### config.mk
export PLATFORM = sky130hd
export DESIGN_NAME = irq_controller
export DESIGN_NICKNAME = d
export VERILOG_FILES = /design/src/rtl/irq_pkg.sv /design/src/rtl/irq_prio_encoder.sv /design/src/rtl/irq_controller.sv
export SDC_FILE = /design/constraint.sdc
export NUM_CORES = 1
export LEC_CHECK = 0
export ABC_AREA = 0
export CAP_MARGIN = 20
export CORE_MARGIN = 2
export CORE_UTILIZATION = 60
export DETAILED_ROUTE_END_ITERATION = 6
export PLACE_DENSITY = 0.82
export SYNTH_ARGS = -nofsm -noshare
export SYNTH_HDL_FRONTEND = slang
export SYNTH_SLANG_ARGS = --single-unit
export TNS_END_PERCENT = 10
### constraint.sdc
create_clock -name clk -period 103 [get_ports clk]
set_clock_uncertainty 0.2 [all_clocks]
set_input_delay 10.3 -clock clk [delete_from_list [all_inputs] [get_ports clk]]
set_output_delay 10.3 -clock clk [all_outputs]
set_load 0.005 [all_outputs]
### src/rtl/irq_pkg.sv
// ---------------------------------------------------------------------------
// irq_pkg
//   Shared definitions for the interrupt controller: source count, CPU bus
//   register map and the request FSM state encoding.
// ---------------------------------------------------------------------------
package irq_pkg;

    localparam int NUM_SRC = 32;

    // Each region is four consecutive bytes; byte b of a region lives at BASE+b.
    localparam logic [23:0] ADDR_PRIO_BASE = 24'h00_2020;
    localparam logic [23:0] ADDR_EN_BASE   = 24'h00_2024;
    localparam logic [23:0] ADDR_ACT_BASE  = 24'h00_2028;

    typedef enum logic [1:0] {
        ST_IDLE     = 2'd0,
        ST_REQ      = 2'd1,
        ST_WAIT_CLR = 2'd2
    } irq_state_e;

endpackage

### src/rtl/irq_prio_encoder.sv
// ---------------------------------------------------------------------------
// irq_prio_encoder
//   Combinational winner select among candidate interrupt sources.
//   The highest priority value wins; on equal priority the lowest index wins.
//
//   Ports:
//     cand      - one bit per source, 1 = source is eligible
//     prio      - 2-bit priority of each source
//     any_valid - at least one candidate present
//     win_idx   - index of the winning source (0 when none)
// ---------------------------------------------------------------------------
module irq_prio_encoder #(
    parameter int NUM_SRC = 32,
    parameter int IDX_W   = $clog2(NUM_SRC)
) (
    input  logic [NUM_SRC-1:0]      cand,
    input  logic [NUM_SRC-1:0][1:0] prio,
    output logic                    any_valid,
    output logic [IDX_W-1:0]        win_idx
);

    logic [1:0] best;

    // Scan from the top index down; '>=' lets a lower index replace an
    // equal-priority winner, which yields the lowest index on ties.
    always_comb begin
        any_valid = 1'b0;
        win_idx   = '0;
        best      = '0;
        for (int n = NUM_SRC - 1; n >= 0; n--) begin
            if (cand[n] && (!any_valid || prio[n] >= best)) begin
                any_valid = 1'b1;
                win_idx   = IDX_W'(n);
                best      = prio[n];
            end
        end
    end

endmodule

### src/rtl/irq_controller.sv
// ---------------------------------------------------------------------------
// irq_controller
//   Interrupt controller for 32 level-pulse sources. Each source is
//   synchronized, rising-edge detected and latched into an active flag.
//   Sources are filtered by enable and a per-group (4 sources) priority
//   against the CPU mask level; the winner is presented to the CPU with a
//   req/ack handshake.
//
//   Ports:
//     clk, reset, clk_ce     - clock, async active-high reset, clock enable
//     bus_write, bus_read    - CPU bus strobes
//     bus_address_in[23:0]   - CPU address
//     bus_data_in[7:0]       - write data
//     bus_data_out[7:0]      - read data (combinational, 0 when unmapped)
//     irq_sources[31:0]      - peripheral interrupt pulses
//     cpu_level[1:0]         - current CPU interrupt mask level
//     irq_req, irq_vector    - request and latched source index to CPU
//     irq_ack                - CPU acknowledge
//
//   Register map (byte wide, little-endian within each 32-bit register):
//     0x2020..0x2023 priority, 2 bits per group of 4 sources
//                    (bytes 0x2022/0x2023 are plain storage, no groups)
//     0x2024..0x2027 enable
//     0x2028..0x202B active, write-1-to-clear
// ---------------------------------------------------------------------------
module irq_controller #(
    parameter int NUM_SRC = irq_pkg::NUM_SRC
) (
    input  logic                       clk,
    input  logic                       reset,
    input  logic                       clk_ce,
    input  logic                       bus_write,
    input  logic                       bus_read,
    input  logic [23:0]                bus_address_in,
    input  logic [7:0]                 bus_data_in,
    output logic [7:0]                 bus_data_out,
    input  logic [NUM_SRC-1:0]         irq_sources,
    input  logic [1:0]                 cpu_level,
    output logic                       irq_req,
    output logic [$clog2(NUM_SRC)-1:0] irq_vector,
    input  logic                       irq_ack
);

    import irq_pkg::*;

    localparam int IDX_W = $clog2(NUM_SRC);

    logic [NUM_SRC-1:0] sync1_q, sync1_d;
    logic [NUM_SRC-1:0] sync2_q, sync2_d;
    logic [NUM_SRC-1:0] prev_q, prev_d;
    logic [1:0]         arm_cnt_q, arm_cnt_d;
    logic [31:0]        prio_q, prio_d;
    logic [NUM_SRC-1:0] enable_q, enable_d;
    logic [NUM_SRC-1:0] active_q, active_d;
    irq_state_e         state_q, state_d;
    logic [IDX_W-1:0]   vec_q, vec_d;

    logic [NUM_SRC-1:0]      rise;
    logic [NUM_SRC-1:0]      clr_mask;
    logic [NUM_SRC-1:0][1:0] prio_src;
    logic [NUM_SRC-1:0]      cand;
    logic                    win_any;
    logic [IDX_W-1:0]        win_idx;
    logic [7:0]              rd_data;

    // -----------------------------------------------------------------------
    // State registers
    // -----------------------------------------------------------------------
    always_ff @(posedge clk or posedge reset) begin
        if (reset) begin
            sync1_q   <= '0;
            sync2_q   <= '0;
            prev_q    <= '0;
            arm_cnt_q <= '0;
            prio_q    <= '0;
            enable_q  <= '0;
            active_q  <= '0;
            state_q   <= ST_IDLE;
            vec_q     <= '0;
        end else if (clk_ce) begin
            sync1_q   <= sync1_d;
            sync2_q   <= sync2_d;
            prev_q    <= prev_d;
            arm_cnt_q <= arm_cnt_d;
            prio_q    <= prio_d;
            enable_q  <= enable_d;
            active_q  <= active_d;
            state_q   <= state_d;
            vec_q     <= vec_d;
        end
    end

    // -----------------------------------------------------------------------
    // Synchronizer and edge detect
    // -----------------------------------------------------------------------
    // After reset the chain holds zeros, so a source that is already high
    // would look like a rising edge. Edge detection stays off until three
    // enabled cycles have passed and prev_q holds a genuinely sampled value.
    always_comb begin
        sync1_d   = irq_sources;
        sync2_d   = sync1_q;
        prev_d    = sync2_q;
        arm_cnt_d = (arm_cnt_q == 2'd3) ? arm_cnt_q : arm_cnt_q + 2'd1;
        rise      = (arm_cnt_q == 2'd3) ? (sync2_q & ~prev_q) : '0;
    end

    // -----------------------------------------------------------------------
    // Register writes
    // -----------------------------------------------------------------------
    always_comb begin
        prio_d   = prio_q;
        enable_d = enable_q;
        clr_mask = '0;
        if (bus_write) begin
            for (int b = 0; b < 4; b++) begin
                if (bus_address_in == ADDR_PRIO_BASE + 24'(b))
                    prio_d[8*b +: 8] = bus_data_in;
                if (bus_address_in == ADDR_EN_BASE + 24'(b))
                    enable_d[8*b +: 8] = bus_data_in;
                if (bus_address_in == ADDR_ACT_BASE + 24'(b))
                    clr_mask[8*b +: 8] = bus_data_in;
            end
        end
        // Set is applied after clear so a same-cycle edge is never lost.
        active_d = (active_q & ~clr_mask) | rise;
    end

    // -----------------------------------------------------------------------
    // Register reads
    // -----------------------------------------------------------------------
    always_comb begin
        rd_data = 8'h00;
        for (int b = 0; b < 4; b++) begin
            if (bus_address_in == ADDR_PRIO_BASE + 24'(b))
                rd_data = prio_q[8*b +: 8];
            if (bus_address_in == ADDR_EN_BASE + 24'(b))
                rd_data = enable_q[8*b +: 8];
            if (bus_address_in == ADDR_ACT_BASE + 24'(b))
                rd_data = active_q[8*b +: 8];
        end
        bus_data_out = bus_read ? rd_data : 8'h00;
    end

    // -----------------------------------------------------------------------
    // Candidate qualification and winner select
    // -----------------------------------------------------------------------
    // Priority 0 can never exceed cpu_level, so it is never eligible.
    always_comb begin
        for (int n = 0; n < NUM_SRC; n++) begin
            prio_src[n] = prio_q[2*(n/4) +: 2];
            cand[n]     = active_q[n] & enable_q[n] & (prio_src[n] > cpu_level);
        end
    end

    irq_prio_encoder #(
        .NUM_SRC (NUM_SRC),
        .IDX_W   (IDX_W)
    ) u_prio_enc (
        .cand      (cand),
        .prio      (prio_src),
        .any_valid (win_any),
        .win_idx   (win_idx)
    );

    // -----------------------------------------------------------------------
    // Request FSM
    // -----------------------------------------------------------------------
    always_comb begin
        state_d = state_q;
        vec_d   = vec_q;
        irq_req = 1'b0;
        case (state_q)
            ST_IDLE: begin
                if (win_any) begin
                    state_d = ST_REQ;
                    vec_d   = win_idx;
                end
            end
            ST_REQ: begin
                irq_req = 1'b1;
                // An ack takes precedence over the source disappearing in
                // the same cycle: the CPU has already committed to it.
                if (irq_ack)
                    state_d = ST_WAIT_CLR;
                else if (!cand[vec_q])
                    state_d = ST_IDLE;
            end
            ST_WAIT_CLR: begin
                if (!active_q[vec_q])
                    state_d = ST_IDLE;
            end
            default: state_d = ST_IDLE;
        endcase
    end

    assign irq_vector = vec_q;

endmodule

==> impl_metrics.env, run 1 <==
export IMPL_worst_pin_slew_ps=887.7
export IMPL_post_cts_buffers=0
export IMPL_crit_required_ps=103180
export IMPL_drt_pass1_iterations=5
export IMPL_worst_path_buf_inv=4
export IMPL_min_path_type="register to register"
export IMPL_grt_ovfl_total=0
export IMPL_die_y_um=148.0
export IMPL_rsz0062_at_grt="no"
export IMPL_detail_route_wl_per_cell_um=21.57
export IMPL_drtIter0Drc=966
export IMPL_initial_core_util=0.6127
export IMPL_slowest_delay_ps=780
export IMPL_cp_max_fo=8
export IMPL_ys_warn_count=0
export IMPL_portBuffers=85
export IMPL_cellPowerDensity_nw_per_um2=14.19
export IMPL_multi_input_area_um2=7118
export IMPL_cp_top_family="compound AO/OA/AOI/OAI gates"
export IMPL_cts_num_sinks=201
export IMPL_cp_common_cell="ha_1"
export IMPL_drcViolationCount=0
export IMPL_critPathCapture="irq_vector[4]"
export IMPL_outcome="complete, no violations"
export IMPL_tritoncts="yes"
export IMPL_crit_path_end_kind="register"
export IMPL_grt_pass1_wl_um=53970
export IMPL_final_util=0.7015
export IMPL_setup_viol=0
export IMPL_drive_above_1_share=0.2150
export IMPL_synth_edf_count=0
export IMPL_num_fill_cells=1517
export IMPL_crit_arrival_ps=49360
export IMPL_maxCapViolCount=0
export IMPL_ir_drop_mv=0.01635
export IMPL_p_seq_frac=0.512
export IMPL_finalCritPeriodShare=0.4775
export IMPL_via_count=10160
export IMPL_regArea_um2=5030
export IMPL_cts_buffers=20
export IMPL_p_leak_nw=5.969
export IMPL_wl_um=33430
export IMPL_regToRegEndpoint="irq_vector[4]"
export IMPL_postRouteAntennaNets=0
export IMPL_p_sw_w=0.00005491
export IMPL_switching_share=0.2717
export IMPL_cp_startpoint="cpu_level[0]"
export IMPL_drv_slew=0
export IMPL_final_common_cell="dfrtp_1"
export IMPL_fin_tns_setup_ps=0
export IMPL_timing_hold_ws_ps=296.9
export IMPL_critPathLaunchType="input pin"
export IMPL_yosysUniqueCellTypes=84
export IMPL_cts_resized=0
export IMPL_syn_inst=1191
export IMPL_max_slew_margin_rel=0.4019
export IMPL_critPathKind="input pin to register"
export IMPL_combPwrFrac=0.126
export IMPL_layout_nets=1387
export IMPL_layout_common_cells="dfrtp_1 (201), mux2_2 (180), o21ai_0 (107)"
export IMPL_syn_to_final_growth_pct=14.49
export IMPL_period_needed_ps=49180
export IMPL_row_count=52
export IMPL_reg2reg_from="active_q[31]"
export IMPL_netlist_area_um2=12440
export IMPL_path_depth=177
export IMPL_vias_per_cell=6.557
export IMPL_clock_path_buffers=3
export IMPL_synth_top_area_frac=0.4044
export IMPL_clockRootBuffer="clkbuf_16"
export IMPL_dieArea_um2=21900
export IMPL_htree_num_levels=1
export IMPL_synth_flop_cell="dfrtp_1"
export IMPL_ys_ff_latch=201
export IMPL_insertion_delay_ps=500
export IMPL_clk_pin_slew_ps=60
export IMPL_grt_pass1_vias=9996
export IMPL_core_um2=20300
export IMPL_syn_nets=1312
export IMPL_die_w_um=148.0
export IMPL_hold_buffers=0
export IMPL_dp_hpwl_um=24600
export IMPL_hold_viol_final=0
export IMPL_synthTopCellsByArea="dfrtp_1 (40%), mux2_2 (16%), ha_1 (4.9%)"
export IMPL_grt_usage=0.3104
export IMPL_io_pins=86
export IMPL_grt_max_degree=121
export IMPL_gp_congestion=0.9469
export IMPL_placed_area_um2=13520
export IMPL_stdcell_area_um2=14240
export IMPL_postSynthAreaPerCell_um2=10.44
export IMPL_internal_power_w=0.0001472
export IMPL_cpMaxStageDelayCell="clkdlybuf4s50_1"
export IMPL_fmax_mhz=20.33
export IMPL_synthArstFlopShare=1.000
export IMPL_yosysTopAreaCell="dfrtp_1"
export IMPL_p_clk_frac=0.362
export IMPL_antenna_found_initial=0
export IMPL_ff2ff_path_depth=175
export IMPL_reg2reg_slack_ps=63620
export IMPL_seq_area_frac_synth=0.4044
-- synthesized netlist by cell type (all sizes together) (4+ instances only) --
cell    count
o22ai       5
a31oi      16
nand2      70
o21ai     113
o211ai      6
a221oi      8
nor3       11
mux2      183
o221ai      4
o311ai      4
inv        35
nor2b      20
a21o        6
and2       15
buf         5
clkbuf     35
maj3        8
or2         8
and3       21
a22o       10
o21a        7
ha         49
a22oi      20
mux2i       7
a31o        6
nand3      48
a211oi      7
a221o       7
nand2b     57
nor3b       5
mux4       16
a21oi      62
a21boi      9
dfrtp     201
nor2       57
nor4        6
o31ai       4
-- flip-flops by register name (all words and copies together), names as in the netlist --
| register | flops |
|---|---|
| prio_q | 32 |
| state_q | 2 |
| prev_d | 32 |
| active_q | 32 |
| arm_cnt_q | 2 |
| enable_q | 32 |
| irq_vector | 5 |
| prev_q | 32 |
| sync1_q | 32 |
-- worst min path at each step --
| stage | from | end | cells past startpoint |
|---|---|---|---|
| 6_report | prev_q[16] | prev_q[16] | 1 |
| 5_1_grt | prev_q[23] | prev_q[23] | 1 |
| 4_1_cts | prev_q[16] | prev_q[16] | 1 |
| 3_5_place_dp | arm_cnt_q[0] | arm_cnt_q[0] | 1 |
| 3_3_place_gp | arm_cnt_q[0] | arm_cnt_q[0] | 1 |
| 2_1_floorplan | arm_cnt_q[0] | arm_cnt_q[0] | 1 |
-- area by class of cell --
class,count,share of cell area
Clock buffer,29,0.04253
Antenna cell,1,0.0001757
Inverter,35,0.009753
Multi-Input combinational cell,915,0.4999
Sequential cell,201,0.3532
Timing Repair Buffer,93,0.06660
Tap cell,270,0.02372
Clock inverter,6,0.004130
-- metal layers --
layer / up-vias / global-route usage / routed length (um) / share of wire
met3: 104 / 0.03488 / 2434 / 0.073
met5: - / 0 / 0 / 0
met1: 4962 / 0.4355 / 13850 / 0.41
li1: 4621 / - / - / -
met2: 476 / 0.4958 / 15710 / 0.47
met4: 0 / 0.1281 / 1434 / 0.043
-- metrics by stage --
stage	setup slack, ps	instances	total power [W]
floorplan	57940	1191	0.0001151
detailed placement	53850	1512	0.0001291
finish	53820	1550	0.0002021
global placement	54870	1512	0.0001266
global route	50990	1549	0.0002101
CTS	54170	1547	0.0002019
-- power by group through the flow --
stage	sequential [W]	clock, W	combinational [W]
floorplan	0.0000977	0	0.0000174
global placement	0.000103	0	0.0000237
detailed placement	0.000104	0	0.0000252
CTS	0.000103	0.0000738	0.0000255
global route	0.000105	0.0000773	0.0000283
finish	0.000103	0.0000732	0.0000254
-- cells by family after synthesis --
family                     synth area share
and+or+nand+nor                      0.1375
AOI/OAI and AO/OA                    0.1774
muxes                                0.2009
DFF                                  0.4044
buffers and inverters               0.02334
adders and majority gates           0.05573
xor gates and xnor gates          0.0007043
No activity file was read; power rests on OpenSTA's default activity.
==> run 2, diff against run 1 <==
clock period = 50.3 ns   (was 103 ns; I/O delays follow)
==> run 2 against run 1 <==
Net effect:
- combinational power up 100%
- critical path depth is 1 higher
- sequential share of layout area up 0.27 points
- sequential cell count stayed put
- sequential power grew 110%
- die area is the same
- wire length is 2.1% lower
- clock power up 95%
- critical path type unchanged
- critical endpoint unchanged
- largest cell class unchanged
==> impl_metrics.env, run 2 (synthesized netlist as in run 1, its figures left out) <==
export IMPL_core_um2=20300
export IMPL_grt_usage=0.3031
export IMPL_syn_to_final_growth_pct=13.63
export IMPL_hold_end="prev_q[7]"
export IMPL_layout_nets=1383
export IMPL_initial_core_util=0.6127
export IMPL_cts_resized=0
export IMPL_outcome="complete, no violations"
export IMPL_cp_top_family="compound AO/OA/AOI/OAI gates"
export IMPL_reg2reg_slack_ps=11240
export IMPL_drv_slew=0
export IMPL_crit_required_ps=50480
export IMPL_cpMaxStageDelayCell="nor3_1"
export IMPL_grt_pass1_vias=9946
export IMPL_post_cts_buffers=0
export IMPL_num_fill_cells=1510
export IMPL_portBuffers=85
export IMPL_clk_pin_slew_ps=60
export IMPL_wl_um=32730
export IMPL_hold_buffers=0
export IMPL_die_y_um=148.0
export IMPL_min_from="prev_q[7]"
export IMPL_dieArea_um2=21900
export IMPL_ir_drop_mv=0.03121
export IMPL_fmax_mhz=22.86
export IMPL_critPathKind="input pin to register"
export IMPL_htree_num_levels=1
export IMPL_io_pins=86
export IMPL_regToRegEndpoint="irq_vector[4]"
export IMPL_antenna_found_initial=0
export IMPL_cp_common_cell="ha_1"
export IMPL_grt_pass1_wl_um=52950
export IMPL_row_count=52
export IMPL_cts_buffers=20
export IMPL_via_count=10090
export IMPL_p_leak_nw=5.912
export IMPL_worst_path_buf_inv=5
export IMPL_crit_path_end_kind="register"
export IMPL_vias_per_cell=6.536
export IMPL_critPathLaunchType="input pin"
export IMPL_max_slew_margin_rel=0.2939
export IMPL_drcViolationCount=0
export IMPL_postRouteAntennaNets=0
export IMPL_tritoncts="yes"
export IMPL_period_needed_ps=43740
export IMPL_layout_common_cells="dfrtp_1 (201), mux2_2 (180), o21ai_0 (107)"
export IMPL_cp_max_fo=8
export IMPL_ff2ff_path_depth=175
export IMPL_dp_hpwl_um=24160
export IMPL_maxCapViolCount=0
export IMPL_cellPowerDensity_nw_per_um2=28.73
export IMPL_insertion_delay_ps=500
export IMPL_clock_path_buffers=3
export IMPL_rsz0062_at_grt="no"
export IMPL_crit_arrival_ps=43920
export IMPL_insertedDiodeCount=0
export IMPL_detail_route_wl_per_cell_um=21.20
export IMPL_drtIter0Drc=942
export IMPL_finalCritPeriodShare=0.8695
export IMPL_die_w_um=148.0
export IMPL_final_util=0.6963
export IMPL_grt_max_degree=126
export IMPL_drive_above_1_share=0.2119
export IMPL_worst_pin_slew_ps=1059
export IMPL_grt_ovfl_total=0
export IMPL_hold_depth=1
export IMPL_drt_pass1_iterations=6
export IMPL_clockRootBuffer="clkbuf_16"
export IMPL_cts_num_sinks=201
export IMPL_final_common_cell="dfrtp_1"
export IMPL_fin_tns_setup_ps=0
export IMPL_slowest_delay_ps=520
export IMPL_setup_viol=0
export IMPL_gp_congestion=0.9575
export IMPL_reg2reg_from="active_q[29]"
export IMPL_hold_viol_final=0
export IMPL_min_path_type="register to register"
run 2: changes by cell type in the layout (fill, tap and decap cells not counted):
| cell | before | now |
|---|---|---|
| inv_6 | 1 | 0 |
| inv_8 | 1 | 2 |
| clkinvlp_4 | 0 | 1 |
| diode_2 | 1 | 0 |
| clkinv_8 | 0 | 1 |
| clkbuf_16 | 21 | 20 |
| bufinv_16 | 1 | 0 |
| clkinv_2 | 4 | 3 |
| buf_16 | 2 | 0 |
| buf_4 | 7 | 5 |
run 2: worst max path at each step:
stage	startpoint	endpoint	slack, ps	cells after the start
3_3_place_gp	cpu_level[1]	irq_vector[4]	7020	177
2_1_floorplan	cpu_level[1]	irq_vector[4]	10510	179
3_5_place_dp	cpu_level[1]	irq_vector[4]	6370	177
4_1_cts	cpu_level[1]	irq_vector[4]	6760	178
5_1_grt	cpu_level[1]	irq_vector[4]	3790	179
6_report	cpu_level[1]	irq_vector[4]	6560	178
run 2: area by class of cell:
cell class	count	area, um^2	share of cell area
sequential	201	5030	0.3559
clock inverter	6	50.05	0.003541
tap	270	337.8	0.02390
multi-input combinational	915	7118	0.5036
clock buffer	28	580.6	0.04108
inverter	35	138.9	0.009826
timing repair buffer	89	878.3	0.06215
run 2: through the flow:
step / cell area [um^2] / hold slack (ps) / worst slack (ps) / total power, W / std cells
floorplan: 12440 / 252.8 / 10510 / 0.0002357 / 1191
global placement: 13500 / 266.3 / 7024 / 0.0002594 / 1510
detailed placement: 13500 / 286.3 / 6365 / 0.0002641 / 1510
CTS: 14130 / 300.2 / 6760 / 0.0004065 / 1544
global route: 14130 / 308.6 / 3791 / 0.0004222 / 1544
finish: 14130 / 296.1 / 6562 / 0.0004060 / 1544
run 2: worst reg2reg max path, delay by kind of cell, from the launching register on:
family                   cells  cell delay, ps
flip-flops                   1             470
buffers and inverters        3             180
AO/OA/AOI/OAI               61           12650
multiplexers                19            6510
adder cells (fa/ha/maj)     35           10040
AND/OR/NAND/NOR             57            8950
run 2: layer usage:
metal | GRT usage | part of all wire
met2 | 0.4938 | 0.47
met4 | 0.1162 | 0.039
met1 | 0.4142 | 0.41
met3 | 0.04444 | 0.080
met5 | 0 | 0
run 2: where the power goes:
| part | internal (W) | switching, W | leakage [nW] |
|---|---|---|---|
| combinational | 0.0000278 | 0.0000234 | 3.14 |
| sequential | 0.000184 | 0.0000279 | 2.46 |
| clock | 0.0000811 | 0.0000615 | 0.311 |
==> run 3, diff against run 2 <==
--- a/config.mk
+++ b/config.mk
@@ -12,3 +12,3 @@
 export DETAILED_ROUTE_END_ITERATION = 6
-export PLACE_DENSITY = 0.82
+export PLACE_DENSITY_LB_ADDON = 0.08
 export SYNTH_ARGS = -nofsm -noshare
--- a/constraint.sdc
+++ b/constraint.sdc
@@ -4,2 +4,2 @@
 set_output_delay 5.03 -clock clk [all_outputs]
-set_load 0.005 [all_outputs]
+set_load 0.05 [all_outputs]
==> run 3 against run 2 <==
Net effect:
- design area grew 0.48%
- global-route usage grew 0.96 points
- die area is the same
- register-to-register slack lost 510 ps
- worst setup slack lost 380 ps
- critical endpoint unchanged
- clock-buffer cell count grew 1
==> impl_metrics.env, run 3 (synthesized netlist as in run 1, its figures left out) <==
export IMPL_outcome="complete, no violations"
export IMPL_cts_num_sinks=201
export IMPL_vias_per_cell=6.455
export IMPL_drive_above_1_share=0.2156
export IMPL_cpMaxStageDelayCell="clkdlybuf4s50_1"
export IMPL_insertedDiodeCount=0
export IMPL_regToRegEndpoint="irq_vector[4]"
export IMPL_maxCapViolCount=0
export IMPL_route_met2_wl_um=15240
export IMPL_portBuffers=85
export IMPL_setup_viol=0
export IMPL_dp_hpwl_um=24300
export IMPL_htree_num_levels=1
export IMPL_min_path_type="register to register"
export IMPL_crit_path_end_kind="register"
export IMPL_cellPowerDensity_nw_per_um2=29.17
export IMPL_io_pins=86
export IMPL_critPathLaunchType="input pin"
export IMPL_core_um2=20300
export IMPL_cp_common_cell="ha_1"
export IMPL_tritoncts="yes"
export IMPL_rsz0062_at_grt="no"
export IMPL_grt_ovfl_total=0
export IMPL_drcViolationCount=0
export IMPL_via_count=10010
export IMPL_ir_drop_mv=0.03042
export IMPL_die_y_um=148.0
export IMPL_clockRootBuffer="clkbuf_16"
export IMPL_hold_depth=1
export IMPL_crit_arrival_ps=44300
export IMPL_p_leak_nw=5.955
export IMPL_finalPower_w=0.0004143
export IMPL_dp_cells=1512
export IMPL_hold_end="arm_cnt_q[0]"
export IMPL_num_fill_cells=1551
export IMPL_gp_congestion=0.9572
export IMPL_final_common_cell="dfrtp_1"
export IMPL_finalCritPeriodShare=0.8771
export IMPL_worst_pin_slew_ps=1119
export IMPL_row_count=52
export IMPL_drtIter0Drc=810
export IMPL_hold_viol_final=0
export IMPL_ff2ff_path_depth=175
export IMPL_insertion_delay_ps=500
export IMPL_antenna_found_initial=0
export IMPL_cp_startpoint="cpu_level[0]"
export IMPL_grt_pass1_wl_um=54170
export IMPL_min_from="arm_cnt_q[0]"
export IMPL_critPathKind="input pin to register"
export IMPL_reg2reg_slack_ps=10730
export IMPL_clock_path_buffers=3
export IMPL_slowest_delay_ps=760
export IMPL_postRouteAntennaNets=0
export IMPL_layout_nets=1386
export IMPL_drt_met1_wl_um=13850
export IMPL_regArea_um2=5030
export IMPL_drt_pass1_iterations=6
export IMPL_fmax_mhz=22.67
export IMPL_die_w_um=148.0
export IMPL_layout_common_cells="dfrtp_1 (201), mux2_2 (180), o21ai_0 (107)"
export IMPL_cts_resized=0
export IMPL_fin_tns_setup_ps=0
export IMPL_dieArea_um2=21900
export IMPL_drv_slew=0
export IMPL_reg2reg_from="active_q[29]"
export IMPL_crit_required_ps=50480
export IMPL_syn_to_final_growth_pct=14.17
export IMPL_period_needed_ps=44120
export IMPL_timing_hold_ws_ps=293.2
export IMPL_max_slew_margin_rel=0.2538
export IMPL_multi_input_area_um2=7118
export IMPL_initial_core_util=0.6127
export IMPL_post_cts_buffers=0
export IMPL_wl_um=32960
export IMPL_detail_route_wl_per_cell_um=21.27
export IMPL_wl_met3_um=2338
export IMPL_grt_usage=0.3128
export IMPL_grt_pass1_vias=9819
export IMPL_grt_max_degree=126
export IMPL_cts_buffers=21
export IMPL_hold_buffers=0
export IMPL_cp_max_fo=8
export IMPL_topRoutingLayerUsed="met4"
export IMPL_instances_no_fill=1550
export IMPL_clk_pin_slew_ps=70
==> run 3: through the flow <==
stage	util	setup WS, ps	instance area, um^2
3_5_place_dp	0.6659	6256	13520
2_1_floorplan	-	10510	12440
5_1_grt	0.6996	3259	14200
6_report	0.6996	6180	14200
4_1_cts	0.6996	6605	14200
3_3_place_gp	0.6659	6725	13520
==> run 3: final cells by class <==
class / count / share of cell area
inverter: 35 / 0.009780
clock buffer: 29 / 0.04264
timing repair buffer: 91 / 0.06291
sequential: 201 / 0.3542
clock inverter: 9 / 0.005463
multi-input combinational: 915 / 0.5012
tap: 270 / 0.02379
==> run 3: how the worst max path moves through the flow <==
stage,end,slack (ps),cells past startpoint
after floorplan,irq_vector[4],10510,179
after global placement,irq_vector[4],6720,178
after detailed placement,irq_vector[4],6260,178
after CTS,irq_vector[4],6610,178
after global routing,irq_vector[3],3260,177
final,irq_vector[4],6180,177
==> run 3: report_power, final <==
part / total [W] / switching [W] / internal, W
clock network: 0.000152 / 0.0000620 / 0.0000896
logic: 0.0000512 / 0.0000232 / 0.0000280
registers: 0.000211 / 0.0000272 / 0.000184
==> run 3: layer usage <==
layer | track usage | up-vias
li1 | - | 4629
met1 | 0.4363 | 4866
met2 | 0.4919 | 409
met3 | 0.04259 | 101
met4 | 0.1400 | 0
met5 | 0 | -
==> run 3: worst max-delay path, delay by kind of cell <==
kind                       cells  cell delay, ps
AOI/OAI and AO/OA             61           12640
adders and majority gates     36           10230
muxes                         19            6540
and+or+nand+nor               57            8880
buffers and inverters          4             950
